$ cat config.mk
export PLATFORM = sky130hd
export DESIGN_NAME = ser2par_bus
export DESIGN_NICKNAME = d
export VERILOG_FILES = /design/src/rtl/ser2par_bus.sv
export SDC_FILE = /design/constraint.sdc
export NUM_CORES = 1
export LEC_CHECK = 0
export CAP_MARGIN = 20
export CORE_MARGIN = 2
export CORE_UTILIZATION = 40
export DETAILED_ROUTE_END_ITERATION = 10
export PLACE_DENSITY_LB_ADDON = 0.1
export RECOVER_POWER = 100
export SLEW_MARGIN = 20
export SYNTH_ARGS = -nofsm -noshare
export SYNTH_HDL_FRONTEND = slang
export SYNTH_SLANG_ARGS = --single-unit
$ cat constraint.sdc
create_clock -name clk -period 1.72 [get_ports clk]
set_clock_uncertainty 0.05 [all_clocks]
set_input_delay 0.258 -clock clk [delete_from_list [all_inputs] [get_ports clk]]
set_output_delay 0.258 -clock clk [all_outputs]
set_load 0.01 [all_outputs]
$ cat src/rtl/ser2par_bus.sv
// rtl/ser2par_bus.sv - serial-to-parallel word capture with one-entry valid/ready output register
// Optional build macro: SER2PAR_PARITY_EN (adds a trailing even-parity bit per word)
module ser2par_bus #(
  parameter int WIDTH     = 8,
  parameter bit MSB_FIRST = 1'b1
) (
  input  logic             clk,
  input  logic             rst,
  input  logic             d_in,
  input  logic             d_valid,
  input  logic             frame,
  output logic [WIDTH-1:0] out_bus,
  output logic             out_valid,
  input  logic             out_ready,
  output logic             overrun,
  output logic             parity_err
);

  localparam int CW = $clog2(WIDTH + 1);

`ifdef SER2PAR_PARITY_EN
  typedef enum logic [1:0] {IDLE, SHIFT, PARITY} state_t;
`else
  typedef enum logic [1:0] {IDLE, SHIFT} state_t;
`endif

  state_t           state;
  logic [CW-1:0]    cnt;
  logic [WIDTH-1:0] sreg;
  logic [WIDTH-1:0] shifted;
  logic [WIDTH-1:0] started;
  logic [WIDTH-1:0] word;
  logic             done;
  logic             perr;
  logic             last_data;

  // First serial bit ends up at the far end of the word after WIDTH shifts.
  always_comb begin
    if (MSB_FIRST) begin
      shifted = {sreg[WIDTH-2:0], d_in};
      started = {{(WIDTH-1){1'b0}}, d_in};
    end else begin
      shifted = {d_in, sreg[WIDTH-1:1]};
      started = {d_in, {(WIDTH-1){1'b0}}};
    end
  end

  assign last_data = (state == SHIFT) && (cnt == CW'(WIDTH - 1));

  always_comb begin
    done = 1'b0;
    word = shifted;
    perr = 1'b0;
    if (d_valid && !frame) begin
`ifdef SER2PAR_PARITY_EN
      if (state == PARITY) begin
        done = 1'b1;
        word = sreg;
        perr = (^sreg) ^ d_in;
      end
`else
      if (last_data) done = 1'b1;
`endif
    end
  end

  always_ff @(posedge clk) begin
    if (rst) begin
      state      <= IDLE;
      cnt        <= '0;
      sreg       <= '0;
      out_bus    <= '0;
      out_valid  <= 1'b0;
      overrun    <= 1'b0;
      parity_err <= 1'b0;
    end else begin
      if (d_valid) begin
        if (frame) begin
          sreg  <= started;
          cnt   <= CW'(1);
          state <= SHIFT;
        end else begin
          case (state)
            SHIFT: begin
              sreg <= shifted;
              if (last_data) begin
                cnt <= '0;
`ifdef SER2PAR_PARITY_EN
                state <= PARITY;
`else
                state <= IDLE;
`endif
              end else begin
                cnt <= cnt + CW'(1);
              end
            end
`ifdef SER2PAR_PARITY_EN
            PARITY: state <= IDLE;
`endif
            default: ;
          endcase
        end
      end

      // A completing word may replace one being drained on the same edge.
      if (done) begin
        if (!out_valid || out_ready) begin
          out_bus    <= word;
          out_valid  <= 1'b1;
          parity_err <= perr;
        end else begin
          overrun <= 1'b1;
        end
      end else if (out_valid && out_ready) begin
        out_valid <= 1'b0;
      end
    end
  end

endmodule

==> results of run 1 <==
==> power by group <==
group          total (mW)  internal [mW]  switching [mW]
clock               0.390          0.236           0.155
sequential          0.520          0.515         0.00546
combinational      0.0717         0.0343          0.0374
total               0.982          0.785           0.197
==> cells in the final DEF (no fill, tap or decap), types with 2 or more instances in the layout <==
master and n:
a21o_1 5, dfxtp_1 22, a22oi_1 3, nand3b_1 2, nand3_1 6, nand2_1 8, clkbuf_1 3, a31oi_1 2
mux2i_1 9, clkdlybuf4s50_1 4, dlygate4sd3_1 11, clkbuf_4 3, o21ai_0 3, nor2_1 5, and3b_1 2, buf_12 2
nand2b_1 21, a21oi_1 10
==> sequential cells by signal, summed over array words and instances (netlist names) <==
signal	cells
out_valid	1
out_bus	8
cnt	4
state	1
sreg	7
overrun	1
==> cell type report <==
class                           count  area [sq um]  share of cell area, %
Multi-Input combinational cell     84           547                   42.4
Tap cell                           30          37.5                   2.91
Inverter                            1          3.75                  0.291
Sequential cell                    22           440                   34.1
Timing Repair Buffer               21           209                   16.2
Clock buffer                        3          22.5                   1.75
Clock inverter                      1          30.0                   2.33
==> stage by stage <==
| step | cells | utilization (%) | hold slack [ns] | setup slack [ns] |
|---|---|---|---|---|
| after CTS | 162 | 53.0 | 0.438 | 0.147 |
| after floorplan | 115 | - | 0.352 | 0.273 |
| after global placement | 158 | 50.9 | 0.403 | 0.0802 |
| final | 162 | 52.5 | 0.428 | 0.136 |
| after global routing | 162 | 52.5 | 0.454 | 0.0484 |
| after detailed placement | 158 | 50.9 | 0.413 | 0.0469 |
==> layer usage <==
metal | share of wire (%) | up-vias | global-route usage, % | routed length [um]
met5 | 0 | - | 0 | 0
met4 | 0.76 | 0 | 3.75 | 15
met3 | 3.0 | 2 | 4.92 | 58
met2 | 49 | 10 | 25.4 | 954
met1 | 48 | 372 | 20.5 | 934
li1 | - | 426 | - | -
==> final timing paths <==
kind,from,end,cells past startpoint
worst max-delay path,out_bus[2],out_bus[2],1
worst min-delay path,out_bus[6],out_bus[6],2
worst max register to register,cnt[0],cnt[3],4
worst min register to register,out_bus[6],out_bus[6],2
==> cell families (layout without fill, tap and decap cells) <==
logic type               after synthesis  count (layout)
AND/OR/NAND/NOR                       50              50
AO/OA/AOI/OAI                         23              23
flip-flops                            22              22
multiplexers                           9               9
buffers and inverters                  9              26
adder cells (fa/ha/maj)                1               1
other                                  1               1
==> worst reg2reg max path, cell delays in order (launching register included) <==
cell     delay (ns)
dfxtp_1        0.36
ha_1           0.24
and3b_1        0.20
or4_1          0.50
a21oi_1        0.14
==> results by stage, run 1 <==
Yosys:
- Summing the areas of all xor and xnor instances in the mapped netlist gives 0% of the synthesized area.
- By area the synthesized netlist is led by dfxtp_1, nand2b_1, mux2i_1.
- The synthesized netlist devotes between 10% and 20% of its cell area to compound gates.
- The share of synthesized area spent on multiplexers is under 10%.
- The simple-gate share of the synthesized area is just under 30%.
- The average instance in the mapped netlist occupies just under 9 sq um.
- The cell type with the largest total area after synthesis is dfxtp_1.
- After synthesis, the share of flip-flops with an asynchronous set or reset is 0%.
- Of the total synthesized cell area, the portion taken by full adders, half adders and majority gates is ~1.2%.
- After synthesis the cells add up to about 1000 sq um.
- The synthesized netlist net count is 122.
- The count of flip-flops with a built-in enable after synthesis is 0.
- After synthesis, the largest area contributor takes up ~43% of total cell area.
- Yosys printed 0 warnings.
- dfxtp_1 is the most common cell in the netlist.
- Synthesis inferred 22 register bits.
- By area, the combinational part of the netlist is dominated by simple AND/OR/NAND/NOR gates.
- For this run, the leading register cell type out of synthesis is dfxtp_1.
- Synthesis produced a netlist whose cell count is 115.
- Ranked by instance count, the synthesized netlist is headed by dfxtp_1, nand2b_1, a21oi_1.
- Sequential elements use 42.8% of the synthesized area.
- The number of different library cells used by synthesis comes to 26.

Setup path:
- In this design, the largest share of critical-path delay is due to buffers and inverters.
- The reg-to-reg setup timing slack is around 0.15 ns.
- The highest cell delay on the worst timing path is ~0.61 ns.
- STA classifies the critical path endpoint as an output pin.
- The slowest stage of the critical path belongs to the cell dlygate4sd3_1.
- The kind of launch point of the worst setup path is a flop.
- The critical path goes through dlygate4sd3_1.
- The largest fanout on the critical path is 2.
- The number of buffers and inverters on the critical path is 1.
- The class of the most critical setup path is flop to output pin.
- For the worst setup path, the data required time is between 1 and 1.5 ns.
- STA puts the critical path data arrival time at approximately 1.3 ns.

Detailed routing:
- The first-pass iteration count of the detailed router is 4.
- In this run, the number of DRC markers left after iteration 0 of detailed routing was 16.
- The final wirelength is 1960 um.
- The detail route stage leaves a number of antenna-violating nets equal to 0.
- The post-detailed-route DRC marker count is 0.
- The ratio of routed vias to standard cells is ~5.
- The number of vias in the routed layout is 810.
- The average detailed-routed wire length per instance is 12.1 um.

STA:
- Setup repair after global routing left no endpoint under its margin.
- For this run, the top clock speed supported by timing is 0.631 GHz.
- The count of final max-slew check failures was 0.
- The count of final hold-check violations is 0.
- The number of endpoints failing setup at the final stage is 0.
- Counting I/O delays and the setup requirement, the final critical path takes around 1.6 ns.
- The final total negative setup slack is 0 ns.
- The period utilization is 92.1%.

Power:
- The standby leakage power is around 0.46 nW.
- The power consumption is just under 1 mW.
- In this run the power density over the cells is around 760 nW/um^2.
- VDD sags by at most between 0.8 and 0.9 mV.

Floorplan:
- From left edge to right edge, the die measures 54.7 um.
- The area enclosed by the die boundary is about 3000 sq um.
- The starting density of the core is between 40% and 50%.
- The floorplan has 18 rows.
- The boundary pin count is 17.
- The die extent in y is 54.7 um.
- The total core area is roughly 2500 sq um.

Placed design:
- During placement, the flow inserted port buffers numbering 15.
- The area after detailed placement is ~1200 sq um.
- The weighted congestion reported at the end of routability-driven placement is 0.827.
- After legalization and detailed placement, the total HPWL measured approximately 1400 um.

Clock network:
- The CTS tree is built.
- The count of instances resized after the clock tree is built is 0.
- The clock transition at the registers of the reported paths is 0.13 ns.
- The CTS root buffer is clkbuf_4.
- In this run, post-CTS hold repair placed 0 buffers.
- Buffers added to address setup during post-CTS repair amount to 0.
- In this run, CTS created clock tree buffers numbering 3.
- The clock passes through at most 2 buffers.
- The TritonCTS sink count is 22.
- In this run the number of H-tree levels came out at 1.
- The later-pin clock latency in the skew report is 0.31 ns.

Final layout:
- The layout filler cell count is 239.
- The number of nets in the finished design is 140.
- The post-route netlist has under 10% of its cells at a drive strength greater than 1.
- After routing the design area is 1290 sq um.
- Compared with the post-synthesis result, the final layout area differs by 25.4%.
- The number of antenna diodes in the final layout is 0.

GRT:
- After global routing the overflow that remains totals 0.
- The initial antenna violation count was 0.
- The number of global-route vias before repair was 738.
- The total global routing track utilization is 15.8%.
- The pin count of the biggest net entering global routing is 31.
- The wire length of the first global-routing pass is between 3000 and 4000 um.

Run:
- The count of maximum capacitance violations is 0.

Min path:
- The worst hold path belongs to the class flop to flop.

Run status:
- The run finished with clean final reports.
No activity file was read; power rests on OpenSTA's default activity.
==> run 2: changes to the inputs <==
- clock period: 1.72 -> 2 ns (I/O delays scaled with it)
==> run 2 against run 1 <==
Compared with the run above: non-clock buffer count shrank 2; utilization shrank 2.4 points; sequential share of layout area grew 1.6 points; register-to-register slack gained 0.20 ns; wire length grew 4.9%; power shrank 23%; worst setup slack gained 0.21 ns; die area is the same; hold slack is essentially flat; cell count shrank 1.2%; via count grew 1.1%; critical path type is now flop to flop; largest cell class unchanged; highest routed layer unchanged.
==> results by stage, run 2 (synthesized netlist as in run 1, its figures left out) <==
Run status:
- The flow ran to the end, and the final reports show no timing, DRC or antenna violations.

Floorplan:
- The floorplan row count is 18 (unchanged).
- The area enclosed by the die boundary is 2990 sq um (unchanged).
- The total core area is 2450 sq um (unchanged).
- The boundary pin count came to 17 (unchanged).
- The die outline width is 54.7 um (unchanged).
- The starting density of the core was 41.9% (unchanged).
- The die extent in y came to 54.7 um (unchanged).

Setup path:
- The data arrival time of the worst path is 1.84 ns (+0.56 ns).
- The class of the most critical setup path is flop to flop.
- The worst setup path is launched from a flop.
- The required time reported for the critical path endpoint is 2.19 ns (+0.78 ns).
- The type of destination of the critical path is a flop.
- The largest fanout on the critical path is 8 (+6).

Detailed routing:
- The first-pass iteration count of the detailed router is 4 (unchanged).
- The ratio of routed vias to standard cells is 5.12 (+2.4%).
- The iteration-0 DRC count of the detailed router is 11 (-5).
- The number of vias in the routed layout is 819 (+1.1%).
- The post-detailed-route DRC marker count is 0 (unchanged).
- The final wirelength was 2060 um (+4.9%).
- The number of nets still failing antenna checks after routing was 0 (unchanged).
- The average detailed-routed wire length per instance was 12.9 um (+6.3%).

Min path:
- The worst min-delay path category is flop to flop.

Final layout:
- The layout filler cell count is 256 (+7.1%).
- The flip-flop count of the largest register after layout is 8 (unchanged).
- The final design utilization was 50.2% (-2.4 points).
- The share of final-layout standard cells stronger than drive strength 1 is 6.92% (+0.10 points).
- The area overhead of the layout relative to synthesis is 19.7%.
- The library cells used most frequently in the layout, excluding fill and tap cells, are dfxtp_1, nand2b_1, a21oi_1, dlygate4sd3_1, mux2i_1.
- The most common library cell in the layout ignoring fill and taps is dfxtp_1.
- The number of non-filler instances in the completed layout came to 160 (-1.2%).
- The largest registers in the layout are out_bus (8), sreg (7), cnt (4).
- The antenna cell count is 0 (unchanged).
- The register with the most flip-flops is out_bus.
- The number of nets in the finished design was 138 (-1.4%).
- The post-route standard cell area excluding fillers was 1230 sq um (-4.6%).

STA:
- The final total negative setup slack was 0 ns (unchanged).
- The number of endpoints failing setup at the final stage is 0 (unchanged).
- The worst path uses a little over 80% of the clock period.
- The count of final max-slew check failures is 0 (unchanged).
- The actual transition at the worst max-transition pin is roughly 0.56 ns.
- The count of final hold-check violations is 0 (unchanged).
- Setup repair after global routing left no endpoint under its margin.
- The tightest slew margin relative to the limit is 62.4%.
- The final critical delay including setup and external delays is approximately 1.7 ns.
- Derived from the worst setup path, the maximum achievable clock frequency is approximately 0.61 GHz.

Clock network:
- The level count of the clock H-tree was 1 (unchanged).
- In this run the clock root is driven by a clkbuf_4.
- The maximum buffer depth of the clock tree is 2 (unchanged).
- The clock transition at the registers of the reported paths is 0.12 ns (about the same).
- TritonCTS built the clock tree.
- The post-CTS setup buffer count was 0 (unchanged).
- The hold buffer count at CTS is 0 (unchanged).
- The number of buffers added by the clock tree synthesis step is 3 (unchanged).
- The TritonCTS sink count came to 22 (unchanged).
- The count of instances resized after the clock tree is built is 0 (unchanged).
- The later-pin clock latency in the skew report was 0.31 ns (about the same).

Run:
- The count of maximum capacitance violations is 0 (unchanged).

GRT:
- The total global routing track utilization is 16.4% (+0.58 points).
- The global route total overflow came to 0 (unchanged).
- The initial antenna violation count is 0 (unchanged).
- The wire length of the first global-routing pass is 3460 um (+2.9%).
- The number of global-route vias before repair is 772 (+4.6%).
- The pin count of the biggest net entering global routing came to 31 (unchanged).

Placed design:
- The weighted congestion reported at the end of routability-driven placement is 0.801 (-3.1%).
- The number of placed cells counting well taps was 156 (-1.3%).
- The final HPWL from detailed placement was 1400 um (+1.9%).
- The area after detailed placement is 1210 sq um (-3.2%).
- The count of input and output buffers is 15 (unchanged).

Power:
- The standby leakage power is 0.446 nW (-3.9%).
- The worst voltage drop across the vdd grid came to 0.470 mV (-43%).
- The power density of the placed cells was 611 nW/um^2 (-20%).
## run 2: changes by cell type in the layout (fill, tap and decap cells not counted), sizes merged
cell / previous run / this run
clkbuf: 6 / 5
clkdlybuf4s50: 4 / 5
bufinv: 1 / 0
dlygate4sd3: 11 / 10
## run 2: layout make-up
cell class	instances	area, sq um	share of cell area (%)
Timing Repair Buffer	19	178	14.4
Sequential cell	22	440	35.8
Clock buffer	4	36.3	2.95
Multi-Input combinational cell	84	536	43.5
Inverter	1	3.75	0.305
Tap cell	30	37.5	3.05
## run 2: metrics by stage
stage	hold slack, ns	setup WS (ns)	power, mW
3_3_place_gp	0.402	0.298	0.515
6_report	0.428	0.348	0.752
5_1_grt	0.453	0.135	0.793
3_5_place_dp	0.413	0.244	0.517
4_1_cts	0.436	0.408	0.764
2_1_floorplan	0.394	0.553	0.496
## run 2: final timing paths
kind         startpoint          to  slack [ns]  cells after the start
max              cnt[1]  out_bus[0]        0.35                      5
min          out_bus[3]  out_bus[3]        0.43                      2
max reg2reg      cnt[1]  out_bus[0]        0.35                      5
min reg2reg  out_bus[3]  out_bus[3]        0.43                      2
## run 2: routing by layer
metal	track usage [%]	wire, um	vias to the layer above
li1	-	-	424
met1	19.7	971	381
met2	27.4	987	12
met3	6.01	86	2
met4	4.17	15	0
met5	0	0	-
## run 2: where the power goes
part / internal, mW / switching, mW / leakage [nW] / total (mW)
combinational: 0.0270 / 0.0275 / 0.248 / 0.0545
sequential: 0.443 / 0.00864 / 0.178 / 0.451
clock: 0.111 / 0.135 / 0.0210 / 0.246
## run 2: worst max-delay path: stages (launching register included)
cell and delay [ns]:
dfxtp_1 0.39, ha_1 0.23, nand3b_1 0.16, nor3_1 0.24, clkbuf_2 0.30, mux2i_1 0.22
==> run 3: changes to the inputs <==
- clock period: 2 -> 1.4 ns (I/O delays scaled with it)
==> run 3 against run 2 <==
Compared with the run above: non-clock buffer count increased by 13; clock power up 41%; hold slack got worse by 0.0046 ns; cell count grew 8.1%; highest routed layer unchanged.
==> results by stage, run 3 (synthesized netlist as in run 1, its figures left out) <==
Final layout:
- The top cell types in the final layout, fill and taps aside, are nand2b_1, dfxtp_1, buf_4.
- Leaving out fill and tap cells, the most frequent cell in the layout is nand2b_1.
- The number of nets in the finished design is 151 (+9.4%).
- The largest registers in the layout are out_bus (8), sreg (7), cnt (4).
- The layout filler cell count came to 236 (-7.8%).
- The combined area of the multi-input logic cells is 563 sq um (+5.1%).
- The antenna cell count is 0 (unchanged).
- The register cell area after layout is 443 sq um (+0.57%).
- The post-route standard cell area excluding fillers is 1370 sq um (+11%).
- The area growth from synthesis to layout is 32.7%.
- The final design utilization is 55.6% (+5.5 points).
- More flip-flops sit in one register than any other, and that register is out_bus.
- The share of final-layout standard cells stronger than drive strength 1 came to 18.2% (+11 points).
- The number of non-filler instances in the completed layout is 173 (+8.1%).
- The flip-flop count of the largest register after layout is 8 (unchanged).

Placed design:
- The area after detailed placement is 1320 sq um (+9.3%).
- The final HPWL from detailed placement is 1550 um (+11%).
- The weighted congestion reported at the end of routability-driven placement is 0.870 (+8.6%).
- The number of placed cells counting well taps was 167 (+7.1%).
- The count of input and output buffers is 15 (unchanged).
- The worst-case setup slack after placement is -0.230 ns (-0.474 ns).

Clock network:
- The TritonCTS sink count is 22 (unchanged).
- The CTS root buffer is clkbuf_4.
- The number of buffers added by the clock tree synthesis step is 3 (unchanged).
- The clock transition at the registers of the reported paths is 0.13 ns (about the same).
- The later-pin clock latency in the skew report is 0.31 ns (about the same).
- The maximum buffer depth of the clock tree is 2 (unchanged).
- TritonCTS built the clock tree.
- The level count of the clock H-tree was 1 (unchanged).
- The hold buffer count at CTS came to 0 (unchanged).

Power:
- The standby leakage power is 0.530 nW (+19%).
- The power density of the placed cells came to 800 nW/um^2 (+31%).
- The power consumption is 1.09 mW (+45%).
- The worst voltage drop across the vdd grid is 0.413 mV (-12%).

Run:
- The count of maximum capacitance violations is 0 (unchanged).

STA:
- Timing would allow up to just over 0.7 GHz.
- The final critical delay including setup and external delays is 1.39 ns.
- The count of final hold-check violations is 0 (unchanged).
- The number of endpoints failing setup at the final stage is 0 (unchanged).
- The worst setup slack after layout was 0.00716 ns (-0.341 ns).
- The period utilization is between 90% and 100%.
- Setup repair after global routing could not meet its margin everywhere.
- The count of final max-slew check failures was 0 (unchanged).

Run status:
- The flow ran to the end, and the final reports show no timing, DRC or antenna violations.

Detailed routing:
- The number of nets still failing antenna checks after routing is 0 (unchanged).
- The final wirelength is 2220 um (+7.6%).
- The post-detailed-route DRC marker count is 0 (unchanged).
- The number of vias in the routed layout came to 889 (+8.5%).
- The first-pass iteration count of the detailed router came to 4 (unchanged).
- The ratio of routed vias to standard cells was 5.14 (+0.39%).
- The iteration-0 DRC count of the detailed router is 11 (unchanged).
- The average detailed-routed wire length per instance was 12.8 um (-0.47%).

Setup path:
- The signal on the critical path passes through dlygate4sd3_1, nand3b_2, or4_1, a21oi_2.
- The kind of launch point of the worst setup path is a primary input.
- The largest fanout on the critical path was 4 (-4).
- The highest cell delay on the worst timing path is 0.60 ns (+0.21 ns).
- The data arrival time of the worst path is 1.59 ns (-0.25 ns).
- The type of destination of the critical path is a flop.
- The class of the most critical setup path is primary input to flop.
- The required time reported for the critical path endpoint is 1.60 ns (-0.59 ns).
- The slowest library cell on the worst path is dlygate4sd3_1.

GRT:
- The initial antenna violation count is 0 (unchanged).
- The number of global-route vias before repair is 795 (+3.0%).
- The pin count of the biggest net entering global routing is 31 (unchanged).
- The total global routing track utilization is 16.6% (+0.22 points).
- The global route total overflow is 0 (unchanged).
- The wire length of the first global-routing pass came to 3510 um (+1.4%).

Floorplan:
- The floorplan row count was 18 (unchanged).
- The area enclosed by the die boundary is 2990 sq um (unchanged).
- The die extent in y came to 54.7 um (unchanged).
- The die outline width is 54.7 um (unchanged).
- The boundary pin count is 17 (unchanged).
- The total core area is 2450 sq um (unchanged).
- The starting density of the core is 41.9% (unchanged).

Min path:
- The tightest min-delay check is of the flop to flop type.
## run 3: changes by cell type in the layout (fill, tap and decap cells not counted), sizes merged
| cell | before | now |
|---|---|---|
| clkbuf | 5 | 7 |
| dlygate4sd3 | 10 | 1 |
| clkdlybuf4s50 | 5 | 4 |
| dlygate4sd2 | 0 | 10 |
| buf | 3 | 14 |
## run 3: layout make-up
type,instances,area share (%)
Timing Repair Buffer,32,20.6
Sequential cell,22,32.4
Multi-Input combinational cell,84,41.2
Inverter,1,0.275
Clock buffer,4,2.66
Tap cell,30,2.75
## run 3: what timing repair did
item / 4_1_cts / 5_1_grt
gates resized for setup: 11 / 1
pin swaps: 2 / 1
endpoints found under the setup margin: 11 / 8
setup buffers: 0 / 2
## run 3: final timing paths
path	startpoint	to	slack [ns]	cells past startpoint
worst max-delay path	d_valid	cnt[3]	0.007	4
worst min-delay path	out_bus[5]	out_bus[5]	0.42	2
worst max register to register	cnt[1]	cnt[3]	0.007	4
worst min register to register	out_bus[5]	out_bus[5]	0.42	2
## run 3: through the flow
step | setup TNS (ns) | hold slack [ns]
global placement | -1.81 | 0.403
global route | -0.217 | 0.446
detailed placement | -2.44 | 0.412
CTS | 0 | 0.432
finish | 0 | 0.423
floorplan | -0.00857 | 0.304
## run 3: power by group
group          switching [mW]  internal (mW)
clock network           0.188          0.159
registers             0.00734          0.633
logic                  0.0525         0.0526
total                   0.247          0.844
## run 3: routing by layer
metal | vias up | global-route usage (%) | share of wire (%)
li1 | 449 | - | -
met1 | 412 | 20.4 | 46
met2 | 20 | 28.2 | 48
met3 | 8 | 2.46 | 3.6
met4 | 0 | 7.92 | 2.1
met5 | - | 0 | 0
## run 3: worst max-delay path: cells and delay by family
family,cells,cell delay (ns)
and+or+nand+nor,2,0.64
buffers and inverters,1,0.60
AOI/OAI and AO/OA,1,0.15
